==> src/rtl/vga_timing_gen.sv <==
// Parametrised raster timing generator: pixel-rate clock enable, h/v counters,
// and registered syncs, blanking and line/frame strobes aligned to one pixel.
module vga_timing_gen #(
  parameter int H_VIDEO = 640,
  parameter int H_FP    = 16,
  parameter int H_SYNC  = 96,
  parameter int H_BP    = 48,
  parameter int V_VIDEO = 480,
  parameter int V_FP    = 10,
  parameter int V_SYNC  = 2,
  parameter int V_BP    = 33,
  parameter int H_POL   = 0,
  parameter int V_POL   = 0,
  parameter int CLK_DIV = 2,
  parameter int CW      = 10
) (
  input  logic          clk,
  input  logic          rst,
  input  logic          en,
  output logic          pix_ce,
  output logic          h_sync,
  output logic          v_sync,
  output logic [CW-1:0] pixel_x,
  output logic [CW-1:0] pixel_y,
  output logic          video_on,
  output logic          line_start,
  output logic          frame_start
);

  localparam int H_TOTAL = H_VIDEO + H_FP + H_SYNC + H_BP;
  localparam int V_TOTAL = V_VIDEO + V_FP + V_SYNC + V_BP;
  localparam int DW      = (CLK_DIV > 1) ? $clog2(CLK_DIV) : 1;

  if (CLK_DIV < 1 || H_TOTAL > (1 << CW) || V_TOTAL > (1 << CW)) begin : g_param_err
    $error("vga_timing_gen: CLK_DIV must be >= 1 and both totals must fit in CW bits");
  end

  localparam logic [DW-1:0] D_LAST = DW'(CLK_DIV - 1);
  localparam logic [CW-1:0] H_LAST = CW'(H_TOTAL - 1);
  localparam logic [CW-1:0] V_LAST = CW'(V_TOTAL - 1);

  // One extra bit so window edges equal to 2^CW still compare correctly.
  localparam logic [CW:0] H_VID = (CW+1)'(H_VIDEO);
  localparam logic [CW:0] H_SS  = (CW+1)'(H_VIDEO + H_FP);
  localparam logic [CW:0] H_SE  = (CW+1)'(H_VIDEO + H_FP + H_SYNC);
  localparam logic [CW:0] V_VID = (CW+1)'(V_VIDEO);
  localparam logic [CW:0] V_SS  = (CW+1)'(V_VIDEO + V_FP);
  localparam logic [CW:0] V_SE  = (CW+1)'(V_VIDEO + V_FP + V_SYNC);

  localparam logic HS_ON = 1'(H_POL);
  localparam logic VS_ON = 1'(V_POL);

  logic [DW-1:0] d;
  logic [CW-1:0] h;
  logic [CW-1:0] v;
  logic          tick;

  function automatic logic in_win(input logic [CW:0] c, input logic [CW:0] lo,
                                  input logic [CW:0] hi);
    return (c >= lo) && (c < hi);
  endfunction

  // With CLK_DIV=1 the divider is a constant 0 and tick reduces to en.
  assign tick = en && (d == D_LAST);

  always_ff @(posedge clk) begin
    if (rst) begin
      d           <= '0;
      h           <= '0;
      v           <= '0;
      pixel_x     <= '0;
      pixel_y     <= '0;
      video_on    <= 1'b0;
      h_sync      <= ~HS_ON;
      v_sync      <= ~VS_ON;
      pix_ce      <= 1'b0;
      line_start  <= 1'b0;
      frame_start <= 1'b0;
    end else begin
      pix_ce      <= tick;
      line_start  <= tick && (h == '0);
      frame_start <= tick && (h == '0) && (v == '0);
      if (en) begin
        d <= tick ? '0 : d + 1'b1;
      end
      if (tick) begin
        // Outputs decode the pre-advance position so they all describe one pixel.
        pixel_x  <= h;
        pixel_y  <= v;
        video_on <= ({1'b0, h} < H_VID) && ({1'b0, v} < V_VID);
        h_sync   <= in_win({1'b0, h}, H_SS, H_SE) ? HS_ON : ~HS_ON;
        v_sync   <= in_win({1'b0, v}, V_SS, V_SE) ? VS_ON : ~VS_ON;
        if (h == H_LAST) begin
          h <= '0;
          v <= (v == V_LAST) ? '0 : v + 1'b1;
        end else begin
          h <= h + 1'b1;
        end
      end
    end
  end

endmodule

==> config.mk <==
export PLATFORM = sky130hd
export DESIGN_NAME = vga_timing_gen
export DESIGN_NICKNAME = d
export VERILOG_FILES = /design/src/rtl/vga_timing_gen.sv
export SDC_FILE = /design/constraint.sdc
export NUM_CORES = 1
export LEC_CHECK = 0
export CORE_UTILIZATION = 50
export DETAILED_ROUTE_END_ITERATION = 8
export GPL_ROUTABILITY_DRIVEN = 0
export PLACE_DENSITY = 0.73
export SYNTH_ARGS = -nofsm -noshare
export SYNTH_HDL_FRONTEND = slang
export SYNTH_SLANG_ARGS = --single-unit
==> constraint.sdc <==
create_clock -name clk -period 2.5 [get_ports clk]
set_clock_uncertainty 0.1 [all_clocks]
set_input_delay 0.625 -clock clk [delete_from_list [all_inputs] [get_ports clk]]
set_output_delay 0.625 -clock clk [all_outputs]
set_load 0.03 [all_outputs]
==> impl_results.md <==
* Status: complete, no violations
* Iteration-0 DRC count of the detailed router at 111
* Avg Cell Area, Syn at a little over 8 µm²
* Die W at 65.8 µm
* Period utilization at 89.4%
* Crit path capture type: flip-flop
* Max clock buf depth at 2
* Final nets at between 200 and 300
* Wire length per cell at roughly 14 µm
* HPWL Detailed at ~3200 µm
* Final Max Slew Viols at 0
* GRT Residual Overflow at 0
* Pint at slightly below 1 mW
* Yosys warns at 0
* Required time at the worst-slack endpoint at about 2600 ps
* Vias/cell at 5.47
* Family with the most delay on the worst path: simple AND/OR/NAND/NOR gates
* Fmax at roughly 450 MHz
* Layout area overhead at 22.0%
* Initial Util at 54.0%
* Commonest non-fill, non-tap cell in the layout: nand2_1
* Clock Pin Slew Worst Setup and Hold Paths at ~90 ps
* Worst hold path type: reg2reg
* CP startpoint: en
* Overall Global Routing Usage at a little under a quarter
* Post-CTS Setup Repair Bufs at 0
* Clock sink count at 47
* Total Neg Setup Slack at 0 ps
* Routed WL at 4590 µm
* I/O pins at 29
* Max cap viols at 0
* Site Rows at 22
* Hold_buf cts at 0
* Crit-path max cell delay at between 600 and 700 ps
* First drt pass iteration count at 4
* # diodes at 0
* Cells after Synth at between 200 and 300
* Startpoint of the worst hold path: pixel_y[3]
* Cell Pwr Density at between 500 and 600 mW/mm²
* Switching share of power at about 23%
* H-tree levels at 2
* Leak Pwr at between 0.8 and 0.9 nW
* Final critical-path required period at about 2200 ps
* Net Switching at 294 µW
* Reg-to-reg startpoint: h[0]
* Max rail drop VDD at ~0.00028 V
* CTS tree: done
* Worst slew pin tran at roughly 360 ps
* CP max-delay cell: or4_1
* Most frequent cells in the layout: 52 x nand2_1, 47 x dfxtp_1, 32 x a21oi_1, 28 x clkdlybuf4s50_1, 15 x nor2_1
* PostCTS Resize Cnt at 0
* Final ANT Viol Nets at 0
* Crit path max fanout at 7
* CP startpoint kind: input pin
* Slack of the critical path at about 270 ps
* Largest net degree at the start of global routing at 29
* Via count at ~1,800
* Num CTS Buffers at 5
* Via count of the first global-routing pass at about 1,600
* RSZ-0062 raised after global routing: no
* IO buf count at 28
* Critical path class: in2reg
* Sequential power share at between 50 and 60%
* Max_slew headroom at between 70% and 80%
* Crit-path cells: clkdlybuf4s50_1 > nand2_1 > or4_1 > or3_1 > a21oi_2
* Global-route wire length before repair at between 7000 and 8000 µm
* Core ar. at 0.00377 mm²
* Share of cells above drive strength 1 at between 8 and 9%
* Final instance area at between 0.002 and 0.0025 mm²
* DRC errors left at 0
* Post-Syn Area at around 0.0020 mm²
* Skew-Pair Late Insertion Delay at 290 ps
* Clock root buffer: clkbuf_8
* Buf/Inv on CP at 1
* Pre-CTS setup slack at -29.5 ps
* #FFs+latches synth at 47
* Setup violations, final at 0
* Die area at 0.00434 mm²
* Mapped Nets at 258
* Cell Area, Placed at 0.00240 mm²
* Initial antenna violation count at 0
* Arrival time at the worst endpoint at 2370 ps
* Fin. Hold Viols at 0
* Clk pwr share at roughly a third
* Register area share after synthesis at a little under half
* Library cells used by synthesis at 34
* Comb power frac at roughly 6.3%
* Die height at 65.8 µm
## routing by layer
metal | share of wire (%) | wire length, µm | track usage (%) | vias up
met4 | 0.37 | 17 | 8.42 | 0
li1 | - | - | - | 916
met5 | 0 | 0 | 0 | -
met2 | 47 | 2150 | 37.4 | 33
met3 | 3.6 | 165 | 6.03 | 2
met1 | 49 | 2260 | 30.9 | 844
## Yosys cell counts
cell type	instances	area, µm²
or2b_1	1	7.51
o21bai_2	1	11.3
and2_1	3	18.8
a211o_1	1	8.76
and4bb_2	2	25.0
o21bai_1	1	7.51
buf_1	3	11.3
a21oi_2	1	8.76
or3_1	8	50.1
nor4_1	4	25.0
nor2_1	15	56.3
nand2_1	52	195
buf_2	4	20.0
and4_1	3	26.3
o311ai_0	1	8.76
dfxtp_1	47	941
and4b_1	2	20.0
buf_6	1	11.3
clkbuf_1	10	37.5
xor2_1	5	43.8
inv_1	5	18.8
nor3_1	6	30.0
clkbuf_2	1	5.00
xnor2_1	5	43.8
or3_4	1	11.3
nor4b_1	2	17.5
or4_1	1	7.51
nand4_1	8	50.1
o21ai_0	8	40.0
and3_1	3	18.8
nand3_1	9	45.0
a21oi_1	32	160
nor2b_1	1	6.26
ha_1	4	50.1
## worst reg2reg max path, stage by stage, from the launching register on
cell and delay (ps):
dfxtp_1 440, ha_1 240, nand4_1 190, or4_1 650
or3_1 410, a21oi_2 130
## power groups by stage
stage	sequential (mW)	combinational [mW]	clock [mW]
6_report	0.763	0.0803	0.430
5_1_grt	0.765	0.0883	0.484
4_1_cts	0.763	0.0806	0.447
3_5_place_dp	0.781	0.0804	0
3_3_place_gp	0.781	0.0801	0
2_1_floorplan	0.788	0.0387	0
## sequential cells by signal, summed over array words and instances (netlist names)
register,cells
d,1
h_sync,1
v,10
pixel_x,10
line_start,1
video_on,1
h,10
frame_start,1
pix_ce,1
v_sync,1
pixel_y,10
## path summary, 6_finish.rpt
kind                            cells past startpoint         end  slack, ps
worst max-delay path                                5        v[4]        270
worst min-delay path                                2  pixel_y[3]        360
worst max register to register                      5        v[4]        290
worst min register to register                      2  pixel_y[3]        360
## through the flow
step / instances / utilization [%] / power (mW) / hold slack [ps]
6_report: 328 / 65.9 / 1.27 / 361
4_1_cts: 328 / 65.9 / 1.29 / 361
3_3_place_gp: 321 / 63.7 / 0.861 / 345
2_1_floorplan: 251 / - / 0.827 / 359
3_5_place_dp: 321 / 63.7 / 0.862 / 347
5_1_grt: 328 / 65.9 / 1.34 / 383
## final cells by class
cell class	instances	area, µm²
fill	337	1280
tap	48	60.1
multi-input combinational	180	993
timing repair buffer	41	390
clock inverter	2	13.8
clock buffer	5	68.8
inverter	5	18.8
sequential	47	941
## logic make-up (layout without fill, tap and decap cells)
logic type | count (synthesis) | in the layout | synth area share (%)
AOI/OAI and AO/OA | 45 | 45 | 12.0
xor gates and xnor gates | 10 | 10 | 4.30
adders and majority gates | 4 | 4 | 2.46
buffers and inverters | 24 | 53 | 5.10
DFF | 47 | 47 | 46.2
and+or+nand+nor | 121 | 121 | 30.0
No activity file was read; power rests on OpenSTA's default activity.
